[config.mk]
export PLATFORM = sky130hd
export DESIGN_NAME = eth_tx_arbiter_flat
export DESIGN_NICKNAME = d
export VERILOG_FILES = /design/src/rtl/eth_tx_arbiter_if.sv /design/src/rtl/eth_tx_arbiter.sv /design/src/flat_wrapper.sv
export SDC_FILE = /design/constraint.sdc
export NUM_CORES = 1
export LEC_CHECK = 0
export BUFFER_PORTS_ARGS = -buffer_cell sky130_fd_sc_hd__buf_4
export CORE_AREA = 2 2 132 134
export CTS_CLUSTER_SIZE = 30
export DETAILED_ROUTE_END_ITERATION = 6
export DIE_AREA = 0 0 134 136
export GPL_ROUTABILITY_DRIVEN = 0
export SLEW_MARGIN = 20
export SYNTH_ARGS = -nofsm -noshare
export SYNTH_HDL_FRONTEND = slang
export SYNTH_SLANG_ARGS = --single-unit
[constraint.sdc]
create_clock -name aclk -period 2.9 [get_ports aclk]
set_input_delay 0.435 -clock aclk [delete_from_list [all_inputs] [get_ports aclk]]
set_output_delay 0.435 -clock aclk [all_outputs]
set_load 0.01 [all_outputs]
[src/rtl/eth_tx_arbiter_if.sv]
// Stream bundle between the frame generators, the TX arbiter and the 10G MAC.
// Source lanes are packed flat: source i occupies data [64i+63:64i], keep [8i+7:8i].
interface eth_tx_arbiter_if #(
    parameter int unsigned N_SRC = 3
);
    logic [N_SRC-1:0]    src_req;
    logic [N_SRC-1:0]    src_grant;
    logic [N_SRC-1:0]    src_tready;
    logic [64*N_SRC-1:0] s_tdata;
    logic [8*N_SRC-1:0]  s_tkeep;
    logic [N_SRC-1:0]    s_tvalid;
    logic [N_SRC-1:0]    s_tlast;

    logic [63:0]         m_axis_tdata;
    logic [7:0]          m_axis_tkeep;
    logic                m_axis_tvalid;
    logic                m_axis_tlast;
    logic                m_axis_tuser;
    logic                m_axis_tready;

    // Arbiter side
    modport slave (
        input  src_req, s_tdata, s_tkeep, s_tvalid, s_tlast, m_axis_tready,
        output src_grant, src_tready,
        output m_axis_tdata, m_axis_tkeep, m_axis_tvalid, m_axis_tlast, m_axis_tuser
    );

    // Generator / MAC side
    modport master (
        output src_req, s_tdata, s_tkeep, s_tvalid, s_tlast, m_axis_tready,
        input  src_grant, src_tready,
        input  m_axis_tdata, m_axis_tkeep, m_axis_tvalid, m_axis_tlast, m_axis_tuser
    );
endinterface

[src/rtl/eth_tx_arbiter.sv]
// Packet-level round-robin arbiter sharing the MAC TX stream between N_SRC generators,
// with post-frame idle gap and a stall watchdog that closes hung frames with an abort beat.
module eth_tx_arbiter #(
    parameter int unsigned N_SRC      = 3,
    parameter int unsigned IFG_CYCLES = 2,
    parameter int unsigned TIMEOUT    = 64
) (
    input  logic        aclk,
    input  logic        areset,
    eth_tx_arbiter_if.slave axis,
    output logic        busy,
    output logic        timeout_err,
    output logic [15:0] frame_count,
    output logic [7:0]  abort_count
);
    localparam int unsigned IW       = $clog2(N_SRC);
    localparam int unsigned WW       = (TIMEOUT > 2) ? $clog2(TIMEOUT) : 1;
    localparam int unsigned GW       = (IFG_CYCLES > 2) ? $clog2(IFG_CYCLES) : 1;
    localparam int unsigned GAP_LAST = (IFG_CYCLES > 0) ? IFG_CYCLES - 1 : 0;

    typedef enum logic [1:0] {IDLE, XFER, ABORT, GAP} state_t;
    localparam state_t POST_FRAME = (IFG_CYCLES > 0) ? GAP : IDLE;

    state_t          state;
    logic [IW-1:0]   grant_idx;
    logic [IW-1:0]   last_grant;
    logic [N_SRC-1:0] grant_oh;
    logic [WW-1:0]   wdog;
    logic [GW-1:0]   gap_cnt;

    logic [IW-1:0]   pick_idx;
    logic [IW-1:0]   cidx;
    logic            found;
    int unsigned     c;

    logic [63:0]     m_tdata;
    logic [7:0]      m_tkeep;
    logic            m_tvalid;
    logic            m_tlast;
    logic            m_tuser;
    logic [N_SRC-1:0] s_ready;
    logic            accept;

    // Search upward from last_grant+1 with wrap; last_grant itself comes last.
    always_comb begin
        pick_idx = '0;
        cidx     = '0;
        found    = 1'b0;
        c        = 0;
        for (int unsigned k = 1; k <= N_SRC; k++) begin
            c = 32'(last_grant) + k;
            if (c >= N_SRC) c = c - N_SRC;
            cidx = IW'(c);
            if (!found && axis.src_req[cidx]) begin
                found    = 1'b1;
                pick_idx = cidx;
            end
        end
    end

    always_comb begin
        m_tdata  = '0;
        m_tkeep  = '0;
        m_tvalid = 1'b0;
        m_tlast  = 1'b0;
        m_tuser  = 1'b0;
        s_ready  = '0;
        case (state)
            XFER: begin
                for (int unsigned i = 0; i < N_SRC; i++) begin
                    if (grant_idx == IW'(i)) begin
                        m_tdata    = axis.s_tdata[64*i +: 64];
                        m_tkeep    = axis.s_tkeep[8*i +: 8];
                        m_tvalid   = axis.s_tvalid[i];
                        m_tlast    = axis.s_tlast[i];
                        s_ready[i] = axis.m_axis_tready;
                    end
                end
            end
            ABORT: begin
                m_tvalid = 1'b1;
                m_tlast  = 1'b1;
                m_tuser  = 1'b1;
                m_tkeep  = 8'h01;
            end
            default: ;
        endcase
    end

    assign accept = (state == XFER) && m_tvalid && axis.m_axis_tready;

    always_ff @(posedge aclk) begin
        if (areset) begin
            state       <= IDLE;
            grant_idx   <= '0;
            last_grant  <= IW'(N_SRC - 1);
            grant_oh    <= '0;
            wdog        <= '0;
            gap_cnt     <= '0;
            frame_count <= '0;
            abort_count <= '0;
            timeout_err <= 1'b0;
        end else begin
            timeout_err <= 1'b0;
            unique case (state)
                IDLE: begin
                    if (found) begin
                        grant_idx  <= pick_idx;
                        last_grant <= pick_idx;
                        grant_oh   <= N_SRC'(1) << pick_idx;
                        wdog       <= '0;
                        state      <= XFER;
                    end
                end
                XFER: begin
                    if (accept) begin
                        wdog <= '0;
                        if (m_tlast) begin
                            frame_count <= frame_count + 16'd1;
                            grant_oh    <= '0;
                            gap_cnt     <= '0;
                            state       <= POST_FRAME;
                        end
                    end else if (wdog == WW'(TIMEOUT - 1)) begin
                        grant_oh    <= '0;
                        timeout_err <= 1'b1;
                        if (abort_count != 8'hFF) abort_count <= abort_count + 8'd1;
                        state       <= ABORT;
                    end else begin
                        wdog <= wdog + WW'(1);
                    end
                end
                ABORT: begin
                    if (axis.m_axis_tready) begin
                        gap_cnt <= '0;
                        state   <= POST_FRAME;
                    end
                end
                GAP: begin
                    if (gap_cnt == GW'(GAP_LAST)) state <= IDLE;
                    else gap_cnt <= gap_cnt + GW'(1);
                end
                default: state <= IDLE;
            endcase
        end
    end

    assign busy               = (state != IDLE);
    assign axis.src_grant     = grant_oh;
    assign axis.src_tready    = s_ready;
    assign axis.m_axis_tdata  = m_tdata;
    assign axis.m_axis_tkeep  = m_tkeep;
    assign axis.m_axis_tvalid = m_tvalid;
    assign axis.m_axis_tlast  = m_tlast;
    assign axis.m_axis_tuser  = m_tuser;
endmodule

[src/flat_wrapper.sv]
// flat-port wrapper written by rule: the top's interface ports become plain ports
module eth_tx_arbiter_flat 
#(
    parameter int unsigned N_SRC      = 3,
    parameter int unsigned IFG_CYCLES = 2,
    parameter int unsigned TIMEOUT    = 64
)
  (aclk, areset, busy, timeout_err, frame_count, abort_count, axis_src_req, axis_s_tdata, axis_s_tkeep, axis_s_tvalid, axis_s_tlast, axis_m_axis_tready, axis_src_grant, axis_src_tready, axis_m_axis_tdata, axis_m_axis_tkeep, axis_m_axis_tvalid, axis_m_axis_tlast, axis_m_axis_tuser);
  eth_tx_arbiter_if #(.N_SRC(N_SRC)) axis_i ();
  input  logic aclk;
  input  logic areset;
  output logic busy;
  output logic timeout_err;
  output logic [15:0] frame_count;
  output logic [7:0] abort_count;
  input wire logic [$bits(axis_i.src_req)-1:0] axis_src_req;
  input wire logic [$bits(axis_i.s_tdata)-1:0] axis_s_tdata;
  input wire logic [$bits(axis_i.s_tkeep)-1:0] axis_s_tkeep;
  input wire logic [$bits(axis_i.s_tvalid)-1:0] axis_s_tvalid;
  input wire logic [$bits(axis_i.s_tlast)-1:0] axis_s_tlast;
  input wire logic [$bits(axis_i.m_axis_tready)-1:0] axis_m_axis_tready;
  output wire logic [$bits(axis_i.src_grant)-1:0] axis_src_grant;
  output wire logic [$bits(axis_i.src_tready)-1:0] axis_src_tready;
  output wire logic [$bits(axis_i.m_axis_tdata)-1:0] axis_m_axis_tdata;
  output wire logic [$bits(axis_i.m_axis_tkeep)-1:0] axis_m_axis_tkeep;
  output wire logic [$bits(axis_i.m_axis_tvalid)-1:0] axis_m_axis_tvalid;
  output wire logic [$bits(axis_i.m_axis_tlast)-1:0] axis_m_axis_tlast;
  output wire logic [$bits(axis_i.m_axis_tuser)-1:0] axis_m_axis_tuser;
  assign axis_i.src_req = axis_src_req;
  assign axis_i.s_tdata = axis_s_tdata;
  assign axis_i.s_tkeep = axis_s_tkeep;
  assign axis_i.s_tvalid = axis_s_tvalid;
  assign axis_i.s_tlast = axis_s_tlast;
  assign axis_i.m_axis_tready = axis_m_axis_tready;
  assign axis_src_grant = axis_i.src_grant;
  assign axis_src_tready = axis_i.src_tready;
  assign axis_m_axis_tdata = axis_i.m_axis_tdata;
  assign axis_m_axis_tkeep = axis_i.m_axis_tkeep;
  assign axis_m_axis_tvalid = axis_i.m_axis_tvalid;
  assign axis_m_axis_tlast = axis_i.m_axis_tlast;
  assign axis_m_axis_tuser = axis_i.m_axis_tuser;
  eth_tx_arbiter #(.N_SRC(N_SRC), .IFG_CYCLES(IFG_CYCLES), .TIMEOUT(TIMEOUT)) u_core (.aclk(aclk), .areset(areset), .axis(axis_i), .busy(busy), .timeout_err(timeout_err), .frame_count(frame_count), .abort_count(abort_count));
endmodule
**After elaboration in Yosys (flattened, before gate mapping)**

Index checks and enable logic that the tools add are counted.

- Flip-flop bits (word level): 41
- Output and inout port bits: 107

- Add/subtract/negate cells: 10
- Magnitude comparators: 6
- Equal/unequal tests: 15
- Shifts and indexed selects: 1
- Muxes and demuxes: 58
- Bitwise gates (word level): 2
- Reduce and logical (&&, ||, !) cells: 19

Operator list:

| cell | count |
|---|---|
| $mux W64 | 4 |
| $mux W2 | 12 |
| $mux W8 | 3 |
| $mux W1 | 21 |
| $mux W6 | 3 |
| $add A16 B1 Y16 const B | 1 |
| $pmux W8 S2 | 1 |
| $mux W3 | 5 |
| $pmux W6 S2 | 1 |
| $reduce_and A4 Y1 | 3 |
| $ge A3 B2 Y1 const B | 3 |
| $lt A2 B3 Y1 const B | 3 |
| $add A8 B1 Y8 const B | 1 |
| $ne A8 B8 Y1 const B | 1 |
| $pmux W2 S4 | 1 |
| $add A2 B2 Y3 const B | 2 |
| $add A6 B1 Y6 const B | 1 |
| $bmux W1 S2 | 3 |
| $eq A2 B2 Y1 const B | 3 |
| $eq A6 B6 Y1 const B | 1 |
| $ne A2 B1 Y1 const B | 3 |
| $ne A3 B2 Y1 const B | 2 |
| $pmux W3 S2 | 1 |
| $reduce_and A3 Y1 | 2 |
| other kinds (18) | 30 |

**Logic depth before layout (Yosys ltp)**

Gate-level depths: netlist of the first run.

- Depth in word-level cells: 15
- Depth in mapped cells: 11

**Worst setup path after synthesis of the first run**

OpenSTA, ideal clock, no wires.

- Path kind: reg-to-reg
- Start: register u_core.last_grant[0]
- End: register u_core.state[1]
- Library setup time: 0.128 ns
- Arrival: 2.228 ns
- Setup slack: 0.544 ns
- Stages on the path, launching flop included: 11
- Clock period less this slack: 2.356 ns
- Cells stage by stage: dfxtp_1 buf_2 inv_1 ha_1 buf_2 mux2i_1 o22a_1 and3_1 a2111oi_4 mux2i_1 nor2_1

- Cells in the longest elaborated chain, start to end: 14
- Elaborated cells on any way between the ends: 27
- Classes of those cells: add/sub: 6; order compare: 3; eq/ne: 1; mux: 12; reduce/logical: 5

Ends and longest elaborated chain:

| item | line | source |
|---|---|---|
| start: declaration | eth_tx_arbiter.sv:26 | `logic [IW-1:0] last_grant;` |
| start signal: assignment | eth_tx_arbiter.sv:96 | `last_grant <= IW'(N_SRC - 1);` |
| start signal: assignment | eth_tx_arbiter.sv:109 | `last_grant <= pick_idx;` |
| $add A2 B1 Y3 | eth_tx_arbiter.sv:51 | `c = 32'(last_grant) + k;` |
| $ge A3 B2 Y1 or $sub A2 B2 Y2 (tied branches) | eth_tx_arbiter.sv:52 | `if (c >= N_SRC) c = c - N_SRC;` |
| $mux W2 | eth_tx_arbiter.sv:52 |  |
| $bmux W1 S2 | eth_tx_arbiter.sv:54 | `if (!found && axis.src_req[cidx]) begin` |
| $mux W1 (not written as such) | eth_tx_arbiter.sv:54 |  |
| $mux W1 | eth_tx_arbiter.sv:54 |  |
| $logic_not A1 Y1 | eth_tx_arbiter.sv:54 |  |
| $logic_and A1 B1 Y1 | eth_tx_arbiter.sv:54 |  |
| $mux W1 | eth_tx_arbiter.sv:54 |  |
| $logic_not A1 Y1 | eth_tx_arbiter.sv:54 |  |
| $logic_and A1 B1 Y1 | eth_tx_arbiter.sv:54 |  |
| $mux W1 (*) | eth_tx_arbiter.sv:54 |  |
| $ne A2 B1 Y1 (no source line) (*) | -- |  |
| $reduce_and A5 Y1 (no source line) (*) | -- |  |
| end signal: assignment | eth_tx_arbiter.sv:94 | `state <= IDLE;` |
| end signal: assignment | eth_tx_arbiter.sv:112 | `state <= XFER;` |
| end signal: assignment | eth_tx_arbiter.sv:122 | `state <= POST_FRAME;` |
| end: declaration | eth_tx_arbiter.sv:24 | `state_t state;` |

Every way passes the cells marked *; elsewhere a longest branch is shown, timed or not. The select of a mux whose other input is x is not followed.
A chain may end at the register's enable or synchronous reset.

**Worst setup path in the final report of the first run**

- Start: register u_core.grant_idx[1]
- End: output port axis_m_axis_tdata[40]

- Cells in the longest elaborated chain, start to end: 5
- Elaborated cells on any way between the ends: 7
- Classes of those cells: eq/ne: 2; mux: 4; reduce/logical: 1

Ends and longest elaborated chain:

| item | line | source |
|---|---|---|
| start: declaration | eth_tx_arbiter.sv:25 | `logic [IW-1:0] grant_idx;` |
| start signal: assignment | eth_tx_arbiter.sv:108 | `grant_idx <= pick_idx;` |
| $logic_not A2 Y1 | eth_tx_arbiter.sv:71 | `if (grant_idx == IW'(i)) begin` |
| $mux W64 (2 in a row) | eth_tx_arbiter.sv:71 |  |
| $mux W64 (*) | eth_tx_arbiter.sv:71 |  |
| $mux W64 (*) | eth_tx_arbiter.sv:68 | `case (state)` |
| end: declaration | flat_wrapper.sv:24 | `output wire logic [$bits(axis_i.m_axis_tdata)-1:0] axis_m_axis_tdata;` |

Every way passes the cells marked *; elsewhere a longest branch is shown, timed or not.

==> results by group, run 1 <==
Worst setup path
  – Crit-path cells: buf_12, mux2i_1, nor2_1, a21oi_1, nor2_1, buf_4
  – Crit-path max FO: 32
  – CP max stage cell: dfxtp_4
  – Crit Path Class: flip-flop to output port
  – Crit path required time: between 2000 and 2500 ps
  – CP Capture Type: output port
  – R2R Setup Slk: 410 ps
  – CP bufs+invs: 2
  – CP startpoint kind: flip-flop
  – Critical path's top delay family: flip-flops
  – Most used cell along the critical path: nor2_1
  – Slowest cell delay on critical path: around 670 ps
  – Arrival @ worst endpoint: around 2200 ps

Power
  – Leak: between 0.003 and 0.004 µW
  – Peak supply drop: around 0.28 mV
  – P per Cell Area: between 600 and 700 mW/mm²

CTS
  – CTS tree: done
  – CTS resizes: 0
  – H-Tree Depth: 2
  – Setup bufs post-CTS: 0
  – Max Buffers Root-to-Sink: 2
  – Worst-path clk slew: ~60 ps
  – Hold buffers post-CTS: 0
  – Clock buffer count from CTS: 5
  – Skew-Pair Late Insertion Delay: 280 ps
  – Clk sinks: 40
  – Clock Tree Root: clkbuf_16

STA
  – Final setup violating endpoints: 0
  – F_max: around 390 MHz
  – RSZ-0062 raised after global routing: false
  – Setup TNS: 0 ps
  – Pins over their slew limit: 0
  – Final Skew: ~4.5 ps
  – Period utilization: between 80% and 90%
  – Tmin final: roughly 2600 ps
  – Hold WS: between 400 and 500 ps
  – Slew margin rel.: about 63%
  – Worst Tran Pin Value: approximately 550 ps
  – Final number of hold-violating endpoints: 0

GRT
  – First-pass GRT wire length: roughly 28 mm
  – Largest net degree at the start of global routing: just over 70
  – Total gr overflow: 0
  – Gr usage total: slightly below 20%
  – Initial antenna violation count: 1
  – Number of global-route vias before repair: around 5000

Route
  – Final WL: just under 20 mm
  – DRT iter0 DRCs: between 150 and 200
  – Via density: ~4.6
  – Drt wl/cell: 17.0 µm
  – Routed vias: 5264
  – DRC viols: 0
  – Final ANT Viol Nets: 0
  – Metal3 WL: roughly 990 µm
  – Top routing layer in use: met5
  – Metal2 WL: roughly 10 mm
  – Wl on met1: 7.98 mm
  – Initial DRT Pass Iterations: 4

Synthesis
  – Syn nets: 836
  – Cell variety after synth: 51
  – Number of synthesized flops with an enable pin: 0
  – Mean Syn Cell Area: around 6.8 µm²
  – #FFs+latches synth: 40
  – Top FF cell, synth: dfxtp_1
  – Synthesized instance count: 598
  – Sequential area share after synthesis: around a fifth
  – Post-synthesis async set-or-reset flop share: 0%
  – Area of the mapped netlist: just over 0.004 mm²
  – Yosys warns: 0

Status
  – Status: completed

Cells and area
  – Final Non-Filler Cells: approximately 1100
  – NumNets Final: about 1100
  – Syn-to-layout area delta: 70.7%
  – Share of cells above drive strength 1: 40.5%
  – Diode count: 0

Place
  – Port-buffer cells: 334
  – Placed insts: approximately 1100
  – Dpl hpwl: between 15 and 20 mm

Die
  – Die area: roughly 0.018 mm²
  – IO Count: 335
  – Core Region: 0.0169 mm²
  – Site row count: 48
  – Chip width: 134 µm
  – Initial core utilization: between 20 and 25%
  – Chip height: between 100 and 150 µm

Hold path
  – Min-delay worst type: flip-flop to flip-flop

Run
  – MaxCap Viol Count: 0
## logic make-up (layout without fill, tap and decap cells)
| kind of cell | Yosys count | count (layout) | share of synthesized area (%) |
|---|---|---|---|
| and+or+nand+nor | 275 | 275 | 29.4 |
| AOI/OAI and AO/OA | 114 | 114 | 17.3 |
| muxes | 85 | 85 | 20.9 |
| buffers and inverters | 54 | 365 | 5.56 |
| DFF | 40 | 40 | 19.6 |
| xor gates and xnor gates | 20 | 20 | 4.28 |
| adders and majority gates | 10 | 10 | 3.06 |
## worst register-to-register path, stage by stage, from the launching register on
cell and delay (ps):
dfxtp_1 390, inv_1 80, ha_1 380, nand2_1 230, a21oi_2 280, a31oi_1 170
buf_4 220, nor4_1 410, xnor2_1 170, nor2_1 50
## worst paths after layout
kind / cells after the start / startpoint / end
worst max-delay path: 6 / u_core.grant_idx[1] / axis_m_axis_tdata[40]
worst min-delay path: 2 / u_core.axis.src_grant[2] / u_core.axis.src_grant[2]
worst max register to register: 9 / u_core.state[0] / u_core.frame_count[12]
worst min register to register: 2 / u_core.axis.src_grant[2] / u_core.axis.src_grant[2]
## layer usage
| metal | up-vias | global-route usage (%) |
|---|---|---|
| li1 | 2681 | - |
| met5 | - | 0 |
| met4 | 2 | 4.02 |
| met1 | 2405 | 24.5 |
| met3 | 20 | 2.87 |
| met2 | 156 | 35.6 |
## state kept, by name (all words and copies together), names as in the netlist
signal and cells:
u_core.abort_count 8, u_core.axis.src_grant 3, u_core.frame_count 16, u_core.gap_cnt 1, u_core.grant_idx 1, u_core.last_grant 2, u_core.state 2, u_core.timeout_err 1
u_core.wdog 6
## synthesized netlist by cell type (all sizes together), types with 3 or more instances
cell type	n	area, µm²
a211oi	3	22.5
a21oi	80	404
and2	4	25.0
and3	8	50.1
buf	20	100
clkbuf	22	82.6
dfxtp	40	801
ha	10	125
inv	12	45.0
mux2i	83	835
nand2	30	113
nand2b	4	25.0
nand3	11	55.1
nand3b	3	22.5
nand4	8	50.1
nor2	181	682
nor2b	3	18.8
nor3	11	55.1
nor3b	3	22.5
nor4	5	52.6
o21ai	9	45.0
xnor2	14	123
xor2	6	52.6
## layout make-up
cell class | count | area (µm²)
Tap cell | 225 | 282
Clock inverter | 3 | 41.3
Multi-Input combinational cell | 504 | 3070
Sequential cell | 40 | 808
Inverter | 12 | 45.0
Timing Repair Buffer | 345 | 2620
Clock buffer | 5 | 125
Fill cell | 1826 | 9890
## layout by cell type, fill, tap and decap left out, types with 3 or more instances in the layout
cell,instances
nor3b_1,3
nor2_1,179
a21oi_1,79
buf_4,343
ha_1,10
xnor2_1,14
nor3_1,11
inv_1,11
nand2_1,30
o21ai_0,9
nand3b_1,3
mux2i_1,82
nand3_1,11
and2_1,4
xor2_1,6
nor4_1,3
nor2b_1,3
clkbuf_16,5
nand4_1,8
a211oi_1,3
nand2b_1,4
dfxtp_1,38
and3_1,8
## report_power, final
part	switching, µW	internal [µW]
sequential	81.6	600
combinational	1690	1360
clock	229	405
## stage by stage
step / area, µm² / setup WS, ps / power (µW) / utilization [%]
floorplan: 4100 / 544 / 2530 / -
global placement: 6820 / 540 / 3740 / 40.4
detailed placement: 6820 / 454 / 3750 / 40.4
CTS: 6990 / 357 / 4400 / 41.4
global route: 6990 / 224 / 4700 / 41.4
finish: 6990 / 319 / 4370 / 41.4
Note: power is estimated with default switching activity, not from simulation.
==> run 2, diff against run 1 <==
ABC_AREA = 1   (was not set)
CORE_AREA = 2 2 128 130   (was 2 2 132 134)
DIE_AREA = 0 0 130 132   (was 0 0 134 136)
==> results by group, run 2 <==
Cells and area
  – Fin util: 46.1%
  – Most common cell after layout, fill and taps aside: nand2_1
  – Final Non-Filler Cells: ~1400
  – Most frequent cells in the layout: 377 x nand2_1, 335 x buf_4, 111 x inv_1
  – Biggest registers after layout: u_core.frame_count x16, u_core.abort_count x8, u_core.wdog x6
  – Max reg flops: 16
  – Largest reg by FF count: u_core.frame_count
  – Syn-to-layout area delta: 65.3%
  – Share of cells above drive strength 1: about a third
  – Fillers: roughly 1700
  – Sequential Area: ~800 µm²
  – NumNets Final: roughly 1400
  – Area of the multi-input gates: ~0.0030 mm²

Worst setup path
  – Crit Path Class: flip-flop to output port
  – Slowest cell delay on critical path: about 580 ps
  – Crit path required time: 2470 ps
  – Crit-path max FO: 62
  – CP Capture Type: output port
  – CP max stage cell: dfxtp_1
  – CP startpoint kind: flip-flop
  – Arrival @ worst endpoint: between 2000 and 2500 ps
  – Crit-path cells: inv_1, nor2_4, buf_12, nand2_1, nand3_1, nand2_1, inv_1, buf_4

Route
  – Routed vias: 6221
  – Final WL: approximately 21 mm
  – Final ANT Viol Nets: 0
  – Initial DRT Pass Iterations: 5
  – Via density: between 4 and 5
  – Drt wl/cell: ~16 µm
  – DRT iter0 DRCs: ~400
  – DRC viols: 0

CTS
  – Clock buffer count from CTS: 5
  – Worst-path clk slew: approximately 60 ps
  – Clock Tree Root: clkbuf_16
  – Max Buffers Root-to-Sink: 2
  – CTS resizes: 0
  – CTS tree: done
  – H-Tree Depth: 2
  – Clk sinks: 40
  – Skew-Pair Late Insertion Delay: ~290 ps
  – Setup bufs post-CTS: 0
  – Hold buffers post-CTS: 0

GRT
  – Total gr overflow: 0
  – Largest net degree at the start of global routing: 70
  – Number of global-route vias before repair: 5903
  – Initial antenna violation count: 1
  – Gr usage total: around a quarter
  – First-pass GRT wire length: between 30 and 40 mm

Place
  – Dpl hpwl: about 17 mm
  – Pre-CTS WS: 412 ps
  – Placed insts: about 1400
  – Port-buffer cells: between 300 and 400

Run
  – MaxCap Viol Count: 0

Synthesis
  – Top FF cell, synth: dfxtp_1
  – Cell variety after synth: 32
  – Post-synth top area share: 32.3%
  – Area of the mapped netlist: approximately 0.0044 mm²
  – Most common cell in the netlist: nand2_1
  – Mean Syn Cell Area: ~5.2 µm²
  – Synth area leader: nand2_1
  – #FFs+latches synth: 40
  – Yosys warns: 0
  – Number of synthesized flops with an enable pin: 0
  – Synthesized instance count: roughly 840
  – Sequential area share after synthesis: 18.3%
  – Syn nets: approximately 1100
  – Post-synthesis async set-or-reset flop share: 0%
  – Synth top cells by count: 377 x nand2_1, 111 x inv_1, 109 x nand3_1
  – Largest cells by area after synthesis: nand2_1 32%, dfxtp_1 18%, nand3_1 12%

STA
  – Pins over their slew limit: 0
  – RSZ-0062 raised after global routing: false
  – Final setup violating endpoints: 0
  – Final Skew: 3.47 ps
  – Period utilization: 90.6%
  – Hold WS: approximately 500 ps
  – Worst setup slack after layout: about 270 ps
  – Worst Tran Pin Value: roughly 540 ps
  – Tmin final: roughly 2600 ps
  – F_max: approximately 380 MHz
  – Final number of hold-violating endpoints: 0
  – Slew margin rel.: 64.1%
  – Setup TNS: 0 ps

Die
  – Core Region: approximately 0.016 mm²
  – Chip width: about 130 µm
  – Die area: 0.0172 mm²
  – Chip height: about 130 µm
  – Initial core utilization: 27.9%
  – IO Count: between 300 and 400
  – Site row count: 46

Power
  – Clock share of power: 12.4%
  – Peak supply drop: 0.448 mV
  – Sequential share of power: a little over an eighth
  – Sw Share: between 50% and 60%
  – Sw Pwr: roughly 2600 µW
  – Power share of the combinational group: between 70% and 80%
  – P per Cell Area: between 700 and 800 mW/mm²
  – Internal power: 2530 µW
  – Leak: ~0.0042 µW

Hold path
  – Min-delay worst type: flip-flop to flip-flop

Status
  – Status: completed
==> run 2: worst paths after layout <==
check	start	endpoint	slack (ps)	cells past startpoint
setup / recovery	u_core.grant_idx[1]	axis_m_axis_tdata[21]	270	8
hold / removal	u_core.abort_count[1]	u_core.abort_count[1]	500	2
setup reg to reg	u_core.last_grant[0]	u_core.wdog[5]	340	14
hold reg to reg	u_core.abort_count[1]	u_core.abort_count[1]	500	2
==> run 2: critical path, delay by kind of cell (launching register included) <==
kind	cells	cell delay [ps]
buffers and inverters	4	740
DFF	1	580
and+or+nand+nor	4	550
==> run 2: cell families after synthesis <==
logic type / share of synthesized area [%]
AOI/OAI and AO/OA: 5.71
xor gates and xnor gates: 3.20
adders and majority gates: 2.85
buffers and inverters: 14.5
DFF: 18.3
and+or+nand+nor: 55.5
==> run 2: layout make-up <==
type / instances / share of cell area [%]
inverters: 115 / 6.15
clock inverters: 3 / 0.587
well taps: 216 / 3.73
flip-flops and latches: 40 / 11.1
clock buffers: 5 / 1.73
multi-input cells: 645 / 40.9
repair buffers: 339 / 35.8
diodes: 1 / 0.0345
==> run 2: stage by stage <==
step                power (µW)  area (µm²)
detailed placement        4540        7080
finish                    5170        7250
global route              5680        7240
floorplan                 3080        4380
CTS                       5200        7240
global placement          4520        7080
==> run 2: power by group through the flow <==
stage,Combinational (µW),Sequential [µW],Clock (µW)
after detailed placement,3830,716,0
final,3820,708,643
after CTS,3840,705,654
after global routing,4290,718,675
after global placement,3800,716,0
after floorplan,2400,673,0
==> run 2: metal layers <==
layer,vias up,track usage [%],share of wire [%],wire (µm)
met5,-,0,0,0
met4,0,4.30,1.4,306
met3,20,6.37,9.4,2010
met2,255,38.8,45,9550
met1,2759,31.8,45,9520
li1,3187,-,-,-
